### config.mk
export PLATFORM = sky130hd
export DESIGN_NAME = pattern_generator
export DESIGN_NICKNAME = d
export VERILOG_FILES = /design/src/rtl/pattern_pkg.sv /design/src/rtl/pattern_step_prescaler.sv /design/src/rtl/pattern_generator.sv
export SDC_FILE = /design/constraint.sdc
export NUM_CORES = 1
export LEC_CHECK = 0
export BUFFER_PORTS_ARGS = -buffer_cell sky130_fd_sc_hd__buf_2
export CAP_MARGIN = 20
export CORE_MARGIN = 2
export CORE_UTILIZATION = 40
export CTS_BUF_LIST = sky130_fd_sc_hd__clkbuf_8
export CTS_CLUSTER_SIZE = 16
export DETAILED_ROUTE_END_ITERATION = 8
export PLACE_DENSITY = 0.64
export SYNTH_ARGS = -nofsm -noshare
export SYNTH_HDL_FRONTEND = slang
export SYNTH_SLANG_ARGS = --single-unit
export TNS_END_PERCENT = 5
### constraint.sdc
create_clock -name clk -period 2.95 [get_ports clk]
set_clock_uncertainty 0.2 [all_clocks]
set_input_delay 0.59 -clock clk [delete_from_list [all_inputs] [get_ports clk]]
set_output_delay 0.59 -clock clk [all_outputs]
set_load 0.01 [all_outputs]
### src/rtl/pattern_pkg.sv
// Shared constants for the diamond pattern generator.
// Holds the bitmap ROM, FSM states and sizing constants.
package pattern_pkg;

  localparam int ROWS               = 8;
  localparam int ROW_W              = 8;
  localparam int STEP_SCALE_DEFAULT = 16;
  localparam int CNT_W              = 12;

  typedef enum logic {
    LOAD = 1'b0,
    RUN  = 1'b1
  } state_t;

  localparam logic [ROW_W-1:0] DIAMOND [ROWS] = '{
    8'h18, 8'h3C, 8'h7E, 8'hFF, 8'hFF, 8'h7E, 8'h3C, 8'h18
  };

endpackage

### src/rtl/pattern_step_prescaler.sv
// Frame-step timer: raises step for one cycle every speed*STEP_SCALE enabled cycles.
// speed = 0 freezes the count; a lowered speed below the count steps at once.
module pattern_step_prescaler
  import pattern_pkg::*;
#(
  parameter int STEP_SCALE = STEP_SCALE_DEFAULT
) (
  input  logic       clk,
  input  logic       rst,
  input  logic       en,
  input  logic [7:0] speed,
  output logic       step
);

  logic [CNT_W-1:0] count_reg;
  logic [CNT_W-1:0] terminal;
  logic             active;

  // Period is formed at counter width, so speed=FF gives 4080.
  assign terminal = (CNT_W'(speed) * CNT_W'(STEP_SCALE)) - CNT_W'(1);
  assign active   = en && (speed != 8'd0);
  assign step     = active && (count_reg >= terminal);

  always_ff @(posedge clk or negedge rst) begin
    if (!rst) begin
      count_reg <= '0;
    end else if (active) begin
      count_reg <= step ? '0 : count_reg + CNT_W'(1);
    end
  end

endmodule

### src/rtl/pattern_generator.sv
// Scrolling-diamond row source for the 8x8 LED display.
// Loads rows one per cycle after reset, then refreshes all rows every cycle.
module pattern_generator
  import pattern_pkg::*;
#(
  parameter int STEP_SCALE = STEP_SCALE_DEFAULT
) (
  input  logic             clk,
  input  logic             rst,
  input  logic [ROW_W-1:0] brightness,
  input  logic [7:0]       speed,
  output logic [ROW_W-1:0] pattern_0,
  output logic [ROW_W-1:0] pattern_1,
  output logic [ROW_W-1:0] pattern_2,
  output logic [ROW_W-1:0] pattern_3,
  output logic [ROW_W-1:0] pattern_4,
  output logic [ROW_W-1:0] pattern_5,
  output logic [ROW_W-1:0] pattern_6,
  output logic [ROW_W-1:0] pattern_7,
  output logic             pattern_valid
);

  state_t           state_reg, state_next;
  logic [2:0]       load_idx_reg;
  logic [2:0]       frame_reg;
  logic             valid_reg;
  logic             step;
  logic [ROW_W-1:0] rows_reg  [ROWS];
  logic [ROW_W-1:0] row_next  [ROWS];
  logic             row_write [ROWS];

  pattern_step_prescaler #(.STEP_SCALE(STEP_SCALE)) u_prescaler (
    .clk   (clk),
    .rst   (rst),
    .en    (state_reg == RUN),
    .speed (speed),
    .step  (step)
  );

  always_comb begin
    state_next = state_reg;
    case (state_reg)
      LOAD:    if (load_idx_reg == 3'd7) state_next = RUN;
      RUN:     state_next = RUN;
      default: state_next = LOAD;
    endcase
  end

  always_ff @(posedge clk or negedge rst) begin
    if (!rst) begin
      state_reg    <= LOAD;
      load_idx_reg <= '0;
      frame_reg    <= '0;
      valid_reg    <= 1'b0;
    end else begin
      state_reg <= state_next;
      if (state_reg == LOAD) begin
        load_idx_reg <= load_idx_reg + 3'd1;
        if (load_idx_reg == 3'd7) valid_reg <= 1'b1;
      end
      if (step) frame_reg <= frame_reg + 3'd1;
    end
  end

  // Row k shows DIAMOND[(k+frame) mod 8]; the 3-bit add gives the wrap.
  generate
    for (genvar gi = 0; gi < ROWS; gi++) begin : gen_row
      logic [2:0] rom_idx;
      assign rom_idx       = 3'(gi) + frame_reg;
      assign row_next[gi]  = DIAMOND[rom_idx] & brightness;
      assign row_write[gi] = (state_reg == RUN) || (load_idx_reg == 3'(gi));
    end
  endgenerate

  always_ff @(posedge clk or negedge rst) begin
    if (!rst) begin
      for (int i = 0; i < ROWS; i++) rows_reg[i] <= '0;
    end else begin
      for (int i = 0; i < ROWS; i++) begin
        if (row_write[i]) rows_reg[i] <= row_next[i];
      end
    end
  end

  assign pattern_0     = rows_reg[0];
  assign pattern_1     = rows_reg[1];
  assign pattern_2     = rows_reg[2];
  assign pattern_3     = rows_reg[3];
  assign pattern_4     = rows_reg[4];
  assign pattern_5     = rows_reg[5];
  assign pattern_6     = rows_reg[6];
  assign pattern_7     = rows_reg[7];
  assign pattern_valid = valid_reg;

endmodule

[After elaboration in Yosys (flattened, before gate mapping)]
Memories as Yosys holds them, arrays and structs flattened.
Cells that the tools add are included.
Word-level totals
  memories: 8
  memory bits (writable): 0
  flip-flop bits (word level): 84
  bits in latches: 0
  bits in read-only memories: 512
Memories
  (name not given): words 8, width 8, read ports 1, clocked after Yosys merged registers in 0, write ports 0, RTL line pattern_generator.sv:70  | assign row_next[gi] = DIAMOND[rom_idx] & brightness;
  (name not given): words 8, width 8, read ports 1, clocked after Yosys merged registers in 0, write ports 0, RTL line pattern_generator.sv:70
  (name not given): words 8, width 8, read ports 1, clocked after Yosys merged registers in 0, write ports 0, RTL line pattern_generator.sv:70
  (name not given): words 8, width 8, read ports 1, clocked after Yosys merged registers in 0, write ports 0, RTL line pattern_generator.sv:70
  (name not given): words 8, width 8, read ports 1, clocked after Yosys merged registers in 0, write ports 0, RTL line pattern_generator.sv:70
  (name not given): words 8, width 8, read ports 1, clocked after Yosys merged registers in 0, write ports 0, RTL line pattern_generator.sv:70
  2 more memories
Cells by class
  multiply operators: 0
  reduce and logical (&&, ||, !) cells: 13
  shift operators: 0
  bitwise gates (word level): 17
  div/mod/pow operators: 0
  add/subtract/negate cells: 10
  eq/ne operators: 7
  multiplexer cells: 19
  magnitude comparators: 9
Operators by type and width (count)
  two-way mux 8 bit: 16
  AND 8 bit: 8
  greater-or-equal comparator 4 bit, second input constant: 8
  inverter 3 -> 4 bit: 8
  adder 12 x 1 -> 12 bit, second input constant: 1
  adder 3 bit, first input constant: 4
  == test 3 bit, second input constant: 4
  greater-or-equal comparator 12 bit: 1
  two-way mux 12 bit: 1
  subtractor 12 x 1 -> 12 bit, second input constant: 1
  logical OR 1 bit: 8
  nonzero test 8 bit: 1
  adder 2 x 3 -> 3 bit, first input constant: 2
  == test 3 x 2 -> 1 bit, second input constant: 2
  adder 1 x 3 -> 3 bit, first input constant: 1
  adder 3 x 1 -> 3 bit, second input constant: 1
  == test 3 x 1 -> 1 bit, second input constant: 1
  zero test 3 bit: 1
  logical AND 1 bit: 2
  case mux 1 bit (2 select lines): 1
  AND reduction 2 bit: 1
  two-way mux 1 bit: 1
  inverter 1 bit: 1

[Depth between registers and ports, before layout]
Gate-level depths: netlist of the first run.
  depth after elaboration: 6
  depth in mapped cells: 10

[Modules after synthesis]
From an unflattened synthesis of the first run, not the netlist that was laid out.
Second synthesis, totals
  cells, all modules: 391
  area total of the unflattened synthesis: 4465.5 um^2
Modules (own cells, without submodules)
  pattern_generator: times used 1, cells each 274, area an instance 3379.5 um^2
  pattern_step_prescaler: times used 1, cells each 117, area an instance 1086.0 um^2

[Worst setup path after synthesis of the first run]
OpenSTA, ideal clock, no wires.
  path kind: input to register
  from: input port speed[3]
  to: register u_prescaler.count_reg[10]
  cell stages on the path: 9
  setup slack: 225 ps
  arrival time: 2456 ps
  data required time: 2681 ps
  buffers on the path: 0
  path through: nor2_1 nor4b_1 xnor2_1 ha_1 a211oi_1 o21bai_1 a21o_4 or4_1 nand3_1
Between the ends
  longest elaborated chain between the ends: 4
Ends and longest elaborated chain
  start, declared: RTL line pattern_generator.sv:11  | input logic [7:0] speed,
  subtractor 12 x 1 -> 12 bit / nonzero test 8 bit (equally long branches): RTL line pattern_step_prescaler.sv:20, pattern_step_prescaler.sv:21
  greater-or-equal comparator 12 bit / logical AND 1 bit (equally long branches): RTL line pattern_step_prescaler.sv:22, pattern_step_prescaler.sv:21
  logical AND 1 bit: RTL line pattern_step_prescaler.sv:22  | assign step = active && (count_reg >= terminal);
  two-way mux 12 bit: RTL line pattern_step_prescaler.sv:28  | count_reg <= step ? '0 : count_reg + CNT_W'(1);
  end signal, assigned: RTL line pattern_step_prescaler.sv:28
  end, declared: RTL line pattern_step_prescaler.sv:15  | logic [CNT_W-1:0] count_reg;
Parallel ways exist; a longest one is shown, timed or not.
A chain may end at the register's enable or synchronous reset.

[Worst setup path after layout of the first run]
Ends and elaborated chain as after synthesis.

==> results of run 1 <==
-- area by class of cell --
cell class                 instances  area, sq um
fill                            1008         5230
multi-input combinational        285         1913
clock buffer                       9        123.9
sequential                        84         2102
inverter                          13        48.80
clock inverter                     7        58.81
tap                              136        170.2
timing repair buffer              97        538.0
-- worst max-delay path, cell delays in order --
cell	delay (ps)
buf_2	120
nor2_1	140
nor4b_1	350
xnor2_1	170
ha_1	260
a211oi_1	240
o21bai_1	130
a21o_4	210
or4_1	470
nand3_1	80
-- worst paths after layout --
kind / end / cells after the start
hold reg to reg: pattern_valid / 1
setup reg to reg: u_prescaler.count_reg[10] / 6
hold / removal: pattern_1[6] / 1
setup / recovery: u_prescaler.count_reg[10] / 10
min in group clk: pattern_valid / 1
max in group asynchronous: pattern_3[3] / 2
-- through the flow --
step	setup TNS, ps	utilization (%)	worst slack (ps)
4_1_cts	0	48.65	248.8
2_1_floorplan	0	-	224.7
3_5_place_dp	-395.0	46.86	-125.3
6_report	0	48.65	259.6
5_1_grt	0	48.65	67.93
3_3_place_gp	0	46.86	33.71
-- logic make-up (layout without fill, tap and decap cells) --
| logic type | count (synthesis) | in the layout | share of synthesized area [%] |
|---|---|---|---|
| fa+ha+maj | 25 | 25 | 7.573 |
| flops | 84 | 84 | 50.89 |
| xor+xnor | 17 | 17 | 3.605 |
| buf+inv | 29 | 126 | 2.787 |
| mux | 26 | 26 | 6.816 |
| simple gates | 124 | 124 | 13.12 |
| compound gates | 93 | 93 | 15.21 |
-- metal layers --
metal / share of wire, % / track usage, % / routed length (microns) / vias up
met3: 4.0 / 3.649 / 378 / 13
met1: 45 / 23.22 / 4270 / 1573
met5: 0 / 0 / 0 / -
met2: 49 / 29.68 / 4662 / 70
met4: 1.6 / 5.545 / 148 / 0
li1: - / - / - / 1570
-- power groups by stage --
stage / registers, uW / logic, uW / clock network (uW)
5_1_grt: 1730 / 1640 / 851
6_report: 1690 / 1470 / 768
3_5_place_dp: 1710 / 1490 / 0
2_1_floorplan: 1770 / 888 / 0
4_1_cts: 1690 / 1500 / 789
3_3_place_gp: 1710 / 1440 / 0
-- cells in the final DEF, fill, tap and decap left out, types with 2 or more instances in the layout --
| cell | n |
|---|---|
| a211oi_1 | 3 |
| a21o_1 | 4 |
| a21oi_1 | 12 |
| a22o_1 | 24 |
| and3_1 | 2 |
| buf_2 | 81 |
| buf_4 | 15 |
| clkbuf_8 | 9 |
| dfrtp_1 | 84 |
| ha_1 | 25 |
| inv_1 | 13 |
| inv_6 | 3 |
| mux2_2 | 17 |
| mux2i_1 | 9 |
| nand2_1 | 73 |
| nand2b_1 | 3 |
| nand3_1 | 10 |
| nor2_1 | 18 |
| nor2b_1 | 4 |
| nor3_1 | 5 |
| o21ai_0 | 36 |
| o31ai_1 | 8 |
| xnor2_1 | 11 |
| xor2_1 | 6 |
==> run summary, run 1 <==
The run finished, with violations left. The checks that failed: hold timing. Of the total power, combinational logic draws 37.5%. Measured against its own limit, the worst slew margin works out to 47.87%.

The tools report the routed wire length as 9.461 mm. dfrtp_1 is the most common cell in the netlist. Die height: 105.6 microns. The total area inside the core boundary comes to 10180 sq um.

The run gives 50.89% as the post-synthesis sequential area ratio. In the routed design, unresolved DRC markers number 0. The number of global-route vias before repair is 3135, and the combined global-route utilization of all metal layers is 17.76%. Setup violations remaining at the end of the flow were counted as 0.

In this run the critical register-to-register path is launched from u_prescaler.count_reg[6]. The clock share of power is 19.5%. Setup repair after global routing left no endpoint under its margin.

The number of hold-repair buffers added at the cts stage is 0. The quantity of I/O buffers inserted on ports came out at 82. In this run the power density over the cells is 793.1 nW/um^2. The count of warnings emitted by yosys was 0; the fraction of power consumed by sequential logic was 43.0%. The number of core rows was 37; the number of nets produced by synthesis was 441. The logs give 371.7 MHz for the fmax and 4 for the number of optimization iterations in the first detailed-route pass. The count of nets after finishing is 533, and the number of DRC markers after the initial detailed-route iteration is 140.

The internal portion of the total power is 2425 uW. In this run the cell area of the synthesized design comes to 4130 sq um. For the final hold violation count, the log shows 2. The buffer type at the clock tree root was clkbuf_8.

TritonCTS built the clock tree. The logs give 360 ps for the latest clock arrival within the worst-skew pair and 37 for the number of different library cells in the post-synthesis netlist. Across the run, the number of max-cap violations was 0. The first global-routing pass estimated 15.67 mm of wire. Detailed placement ended at an HPWL of 7.303 mm. In this run, CTS created clock tree buffers numbering 9. The largest fanout of any net on the critical path came out at 4. The register clock-pin slew on the reported worst setup and hold paths was 90 ps; the total overflow reported by the global router was 0.

The routed length per placed instance is 14.99 microns. Buffers added to address setup during post-CTS repair amount to 0. The run gives 3 as the depth of the CTS H-tree.

By area the synthesized netlist is led by dfrtp_1 (51%), ha_1 (7.6%), nand2_1 (6.6%). The remaining antenna violation count is 0, and the highest ir drop seen on vdd is 325.4 uV. The average instance in the mapped netlist occupies 10.38 sq um. Summed over all nets, the switching power comes to 1505 uW. STA classifies the critical path endpoint as a register.

The measured slew at the worst slew-check pin is 782.0 ps. Final worst hold slack: -5.479 ps. Net switching is 38.29% of the power. After routing the design area is 4955 sq um. Once the floorplan was initialized, standard cells occupied 40.55% of the core.

Dividing the detail-routed via count by the number of cells gives 5.113. By startpoint and endpoint, the worst setup path is classified as in2reg. The number of antenna cells inserted was 0.

STA classifies the critical path startpoint as an input port. The path class of the tightest hold or removal check is in2async. The clock period could shrink to 2690 ps.

The TritonCTS sink count is 84. The final route contains 3226 vias. For this design the top-level I/O count stands at 83. The cell type with the largest total area after synthesis was dfrtp_1. In this run the cell area measured after placement is 4772 sq um. By count the netlist is led by dfrtp_1 (84), nand2_1 (73), o21ai_0 (36).

The fraction of synthesized cell area taken by the top area cell type works out to 50.89%. Tracing the worst setup path back leads to its startpoint at speed[3]. The area growth from synthesis to final layout is 19.96%, and the x dimension of the die is 105.6 microns.

The tools report the sum of internal, switching and leakage power as 3930 uW. The pin count of the biggest net entering global routing is 47. Arrival time of the worst setup path: 2780 ps. The logs give 0 for the post-cts resize count and 615 for the count of placed standard cells including taps. Clock tree buffer depth: 2.

The leakage power figure was 0.002425 uW; the post-synthesis register bit count was 84. In the final layout, the share of cells above drive strength 1 is 27.68%. The cell count after synthesis came out at 398.

Yosys mapped a number of flops with a built-in enable equal to 0. The final-report max-slew violation count is 0. The die covers 11150 sq um.

In the synthesized netlist the dominant register cell turns out to be dfrtp_1. The tools report the post-route non-filler standard cell count as 631. The initial antenna violation count was 0; the routability congestion estimate was 0.7841.

The worst setup slack for register-to-register paths is 740 ps. The required time of the critical path is 3040 ps, and the number of flip-flops under the largest register name is 12. In the finished design, the share of the clock period the worst path needs comes to 91.20%. The async set-reset flop share out of synthesis came out at 100.0%.
No activity file was read; power rests on OpenSTA's default activity.
==> run 2: changes to the inputs <==
--- a/config.mk
+++ b/config.mk
@@ -15,5 +15,6 @@
 export PLACE_DENSITY = 0.64
 export SYNTH_ARGS = -nofsm -noshare
 export SYNTH_HDL_FRONTEND = slang
+export SYNTH_HIERARCHICAL = 1
 export SYNTH_SLANG_ARGS = --single-unit
 export TNS_END_PERCENT = 5
==> run summary, run 2 <==
The routed design has 10.34 mm of wire. The critical path goes through buf_2 -> nor3_1 -> nor3b_1 -> xnor2_1 -> ha_1 -> a211o_1 -> a21oi_4 -> buf_12 -> o211ai_4 -> o311ai_2. The share of the Yosys chip area taken by registers is 47.07%.

The clock tree buffer depth was 2. The tools report the number of global-route vias before repair as 3186. Broken down by cell family, the worst path's largest delay share belongs to compound AO/OA/AOI/OAI gates. Combined global-route utilization of all metal layers: 17.81%. In this run, synthesis produced a sequential element count of 84. The run finished with clean final reports. Of all flip-flops after synthesis, the portion carrying an async set or reset was 100.0%. In this run the post-CTS setup repair buffer count came out at 0. The required time of the critical path was 3000 ps. Leaving out fill and tap cells, the most frequent cell in the layout is dfrtp_1. The tools report the final hold violation count as 0. For the pin with the worst max-slew slack, the measured transition is 697.9 ps. The top-level I/O count was 83.

TritonCTS built the clock tree. The remaining antenna violation count was 0; the worst setup timing slack at the placement stage was -27.62 ps. Port buffering added 82 buffers.

The synthesized design contains 0 enable-type register cells. Standard cell with the maximum stage delay on the critical path: a211o_1. The analysis attributes to cell leakage a power of 0.002491 uW.

The relative slew slack is 53.47%. The pin count of the biggest net entering global routing was 54; the power density of the placed cells was 841.2 nW/um^2. For this design, the CTS-stage hold fixing added 0 buffers. The number of optimization iterations in the first detailed-route pass came out at 4. Total overflow reported by the global router: 0.

The detailed route wirelength on metal3 was 411 microns; the area growth from synthesis to final layout was 18.27%. The buffer type at the clock tree root was clkbuf_8. The highest metal layer with signal wires was met4. The final period demand of the worst path is 2636 ps.

The sum of internal, switching and leakage power came out at 4443 uW. The number of buffers created by CTS was 9. The logs give 0.8007 for the routability congestion estimate and 0 for the total of max-cap violations. The number of DRC markers after the initial detailed-route iteration is 209, and the final count of negative-setup-slack endpoints is 0. Capturing element type of the critical path: a register. The arrival time of the worst setup path is 2680 ps.

Setup repair after global routing left no endpoint under its margin. The number of antenna cells inserted is 0, and the post-cts resize count is 0. After layout, the worst path uses 89.36% of the clock period.

Cell type with the largest total area after synthesis: dfrtp_1. In this design, the stage delay of the slowest critical-path cell is 300 ps. The tools report the initial antenna violation count as 0. The nature of the critical path startpoint is an input port. The worst-case IR drop observed on VDD is 339.9 uV. Detailed-route vias per instance: 5.175. After clock tree synthesis, the clock-pin slew on the worst setup and hold paths is 80 ps.

The register with the most flip-flops in the layout has 12 of them. Summing every instance area after synthesis gives 4466 sq um. The critical setup path kind is in2reg.

In the post-synthesis netlist, the cell with the most instances is dfrtp_1. Among all flip-flop cells after synthesis, the most frequent one is dfrtp_1. The die area is 12030 sq um, and the routed length per placed instance is 16.46 microns. The tools report the DRC violation count after routing as 0. CTS built an H-tree with a depth of 3. The final-report max-slew violation count was 0; the number of core rows was 38.

The synthesized design devotes to its leading area cell type 47.07% of total area. The first global-routing pass estimated 16.38 mm of wire. Of the cells placed in the final design, the portion with a size suffix greater than 1 is 31.97%. Ranked by instance count, the synthesized netlist is headed by dfrtp_1 (84), nand2_1 (57), ha_1 (33). The largest fanout of any net on the critical path works out to 6.

The worst hold path belongs to the class in2async. After detailed placement, the total cell area comes to 5090 sq um. CTS saw 84 sinks. After the last flow step, the layout net total stands at 535. Once the floorplan was initialized, standard cells occupied 41.01% of the core. The core region is 10890 sq um. The library cells used most frequently in the layout, excluding fill and tap cells, are dfrtp_1 (84), buf_2 (81), nand2_1 (57), ha_1 (33), o21ai_0 (29). The tools report the minimum setup slack in the final design as 313.8 ps.

Post-layout instance area: 5281 sq um. The worst path buffer plus inverter count came out at 2. The clock reaches the later pin of the worst-skew pair after 350 ps. The post-DP HPWL is 7.825 mm, and the die height is 109.7 microns. Ranked by total cell area, the synthesized netlist is headed by dfrtp_1 (47%), ha_1 (9.2%), mux2_2 (4.8%). Per-instance average area after synthesis: 11.42 sq um. The routed layout has 3250 vias. Based on the critical path, the design can be clocked at up to 379.3 MHz.

Yosys printed 6 warnings. After detailed routing, the wire length on met1 is 4.666 mm. The number of different library cells in the post-synthesis netlist is 52, and the x dimension of the die is 109.7 microns. The logs give 670 ps for the worst setup slack for register-to-register paths and 391 for the number of standard cells after synthesis. Synthesis produced a netlist with a net count of 442.

Wire segments on met2 add up to 5.175 mm in the final route.
[run 2: through the flow]
stage          hold WS, ps  utilization [%]  setup TNS (ps)  std cells
3_3_place_gp         242.9            46.75               0        613
4_1_cts              103.7            48.51               0        628
2_1_floorplan        94.41                -               0        391
5_1_grt              122.7            48.51               0        628
3_5_place_dp         246.7            46.75          -54.10        613
6_report             70.21            48.51               0        628
[run 2: final timing paths]
kind / start / to / cells past startpoint
setup / recovery: speed[1] / u_prescaler/count_reg[8] / 10
hold / removal: rst / pattern_7[7] / 1
setup reg to reg: u_prescaler/count_reg[5] / u_prescaler/count_reg[8] / 5
hold reg to reg: pattern_valid / pattern_valid / 1
max in group asynchronous: rst / u_prescaler/count_reg[0] / 2
min in group clk: pattern_valid / pattern_valid / 1
[run 2: final cells by class]
class                      count  area [sq um]
clock inverter                 5         53.80
timing repair buffer          95         535.5
clock buffer                  10         137.6
fill                        1005          5607
sequential                    84          2102
tap                          140         175.2
multi-input combinational    276          2207
inverter                      18         70.07
[run 2: report_power, final]
group,total (uW),internal (uW),switching [uW]
registers,1760,1490,268
logic,1870,872,994
clock network,819,407,412
[run 2: routing by layer]
layer	global-route usage (%)	vias to the layer above
li1	-	1578
met5	0	-
met2	29.67	64
met1	23.55	1600
met4	5.696	0
met3	3.142	8
[run 2: kinds of logic (layout without fill, tap and decap cells)]
group	Yosys count	after routing	share of synthesized area, %
and+or+nand+nor	102	102	11.46
AOI/OAI and AO/OA	97	97	18.02
DFF	84	84	47.07
adders and majority gates	33	33	9.246
buffers and inverters	31	128	3.699
muxes	30	30	7.257
xor gates and xnor gates	14	14	3.250
==> run 3: changes to the inputs <==
--- a/config.mk
+++ b/config.mk
@@ -8,11 +8,11 @@
 export BUFFER_PORTS_ARGS = -buffer_cell sky130_fd_sc_hd__buf_2
 export CAP_MARGIN = 20
 export CORE_MARGIN = 2
-export CORE_UTILIZATION = 40
+export CORE_UTILIZATION = 41
 export CTS_BUF_LIST = sky130_fd_sc_hd__clkbuf_8
 export CTS_CLUSTER_SIZE = 16
 export DETAILED_ROUTE_END_ITERATION = 8
-export PLACE_DENSITY = 0.64
+export PLACE_DENSITY = 0.65
 export SYNTH_ARGS = -nofsm -noshare
 export SYNTH_HDL_FRONTEND = slang
 export SYNTH_HIERARCHICAL = 1
==> run summary, run 3 (same netlist as run 2, synthesis figures left out) <==
The flow ran to the end, and the final reports show no timing, DRC or antenna violations. The top-level I/O count was 83; the layout filler cell count was 1013. Headroom to the max-slew limit came out at 46.44%. Across the VDD grid, the largest voltage drop is 292.6 uV. The x dimension of the die came out at 108.4 microns. The run gives 41.56% as the initial cell density of the core. Leading cell type in the layout, fill and taps excluded: dfrtp_1.

In this run, post-CTS hold repair placed 0 buffers. The final-report max-slew violation count is 0, and the final period demand of the worst path is 2536 ps. The run gives 10750 sq um as the core box area. The quantity of I/O buffers inserted on ports came out at 82. The die height works out to 108.4 microns. Global routing consumed, over all layers together, 18.31% of the routing resources.

The logs give 628 for the post-route non-filler standard cell count and 162 for the number of DRC markers after the initial detailed-route iteration. TritonCTS built the clock tree. For this design the ratio of total power to cell area is 844.7 nW/um^2. In the final design database the tool counted 534 nets. TritonCTS created 9 clock buffers. From synthesis to final layout, the design area changed by 17.93%.

The final hold violation count is 0, and the total overflow reported by the global router is 0. The routed length per placed instance is 16.19 microns, and the arrival time of the worst setup path is 2630 ps. Clock latency on the worst-skew pair, taken at its later pin, is 360 ps. The number of placed instances, taps included, is 612. In this design, the stage delay of the slowest critical-path cell is 290 ps. The number of global-route vias before repair was 3214. CTS placed an instance of clkbuf_8 at the clock tree root.

The classification of the worst-slack hold path was in2async. The pin count of the biggest net entering global routing is 65. The leakage power figure was 0.002478 uW; the final critical-path share of the clock period was 85.97%. The logs give 3 for the depth of the CTS H-tree and 49.01% for the final core area utilization. By startpoint and endpoint, the worst setup path is classified as in2reg. The first detailed-routing pass ran for 4 iterations.

At the end of routability-driven placement, the weighted congestion stood at 0.8372. STA classifies the critical path endpoint as a register. The final count of negative-setup-slack endpoints was 0. Walking the worst path, the cells encountered are buf_2 -> nor3_1 -> nor3b_1 -> xnor2_1 -> ha_1 -> a211o_1 -> a21oi_4 -> o21ai_4 -> and2_1 -> nand2_1 -> xnor2_1. The largest fanout of any net on the critical path is 4, and the TritonCTS sink count is 84. The final layout contains routed wiring with a total length of 10.17 mm.

Post-cts resize count: 0. For this design, the slowest cell found on the critical path is a211o_1. The tool flagged a number of max-cap violations equal to 0. 0 antenna diodes ended up in the layout.

The number of core rows was 38. The clock tree buffer depth is 2. The number of flip-flops under the largest register name was 12.

The HPWL after detailed placement is 7.601 mm. Counting stages on the worst path, the most repeated cell is xnor2_1. After clock tree synthesis, the clock-pin slew on the worst setup and hold paths is 90 ps. The library cells used most frequently in the layout, excluding fill and tap cells, are dfrtp_1 (84), buf_2 (81), nand2_1 (57), ha_1 (33), o21ai_0 (29).

Setup repair after global routing left no endpoint under its margin. The initial antenna violation count is 0, and the measured slew at the worst slew-check pin is 803.3 ps. For the worst setup timing slack at the placement stage, the log shows 30.45 ps. Derived from the worst setup path, the maximum achievable clock frequency is 394.3 MHz. For the DRC violation count after routing, the log shows 0. The tools report the minimum setup slack in the final design as 413.7 ps. The number of vias after detailed routing is 3296.

The logs give 0 for the remaining antenna violation count and 16.30 mm for the first-pass GRT wire length. Setup total negative slack on the finished layout was measured at 0 ps. The die covers 11740 sq um.

The post-route netlist has 32.38% of its cells at a drive strength greater than 1. The post-CTS setup repair buffer count is 0. Measured in cells, the most critical reg-to-reg path has a length of 5. The detailed-route vias per instance works out to 5.248.

Required time of the critical path: 3040 ps. The tools report the nature of the critical path startpoint as an input port.
[run 3: cell count changes in the layout (fill, tap and decap cells not counted)]
cell      change
inv_8         +1
clkinv_2      +1
buf_12        -2
clkinv_4      +1
buf_4         +1
inv_1         -2
[run 3: area by class of cell]
class                           count  area, sq um  share of cell area [%]
Clock buffer                       10        137.6                   2.613
Clock inverter                      6        71.32                   1.354
Tap cell                          140        175.2                   3.326
Multi-Input combinational cell    276         2207                   41.91
Timing Repair Buffer               94        503.0                   9.551
Inverter                           18        70.07                   1.330
Sequential cell                    84         2102                   39.91
[run 3: metal layers]
layer  GRT usage [%]  vias to the layer above  share of wire [%]
li1                -                     1577                  -
met1           23.51                     1624                 44
met2           29.83                       79                 49
met3           2.833                       16                4.8
met4           9.615                        0                2.4
met5               0                        -                  0
[run 3: stage by stage]
stage | instance area [sq um] | power [uW] | hold WS (ps)
2_1_floorplan | 4474 | 3008 | 94.41
3_3_place_gp | 5057 | 3558 | 241.8
3_5_place_dp | 5057 | 3620 | 241.1
4_1_cts | 5266 | 4504 | 130.6
5_1_grt | 5266 | 4790 | 168.8
6_report | 5266 | 4448 | 105.9
[run 3: worst paths after layout]
path / from / to / slack [ps]
max in group asynchronous: rst / frame_reg[1] / 1760
min in group clk: pattern_valid / pattern_valid / 260
worst max register to register: frame_reg[1] / pattern_6[1] / 480
worst min register to register: pattern_valid / pattern_valid / 260
worst min-delay path: rst / pattern_7[1] / 110
worst max-delay path: speed[1] / frame_reg[2] / 410
[run 3: worst max-delay path, delay by kind of cell]
| kind | cells | cell delay (ps) |
|---|---|---|
| buffers and inverters | 1 | 110 |
| XOR/XNOR | 2 | 280 |
| AND/OR/NAND/NOR | 4 | 780 |
| adder cells (fa/ha/maj) | 1 | 270 |
| AO/OA/AOI/OAI | 3 | 610 |
[run 3: power breakdown]
group,total (uW),leakage [uW],internal (uW),switching (uW)
combinational,1810,0.00132,844,965
clock,867,0.000105,423,444
sequential,1770,0.00106,1490,283
total,4450,0.00248,2760,1690
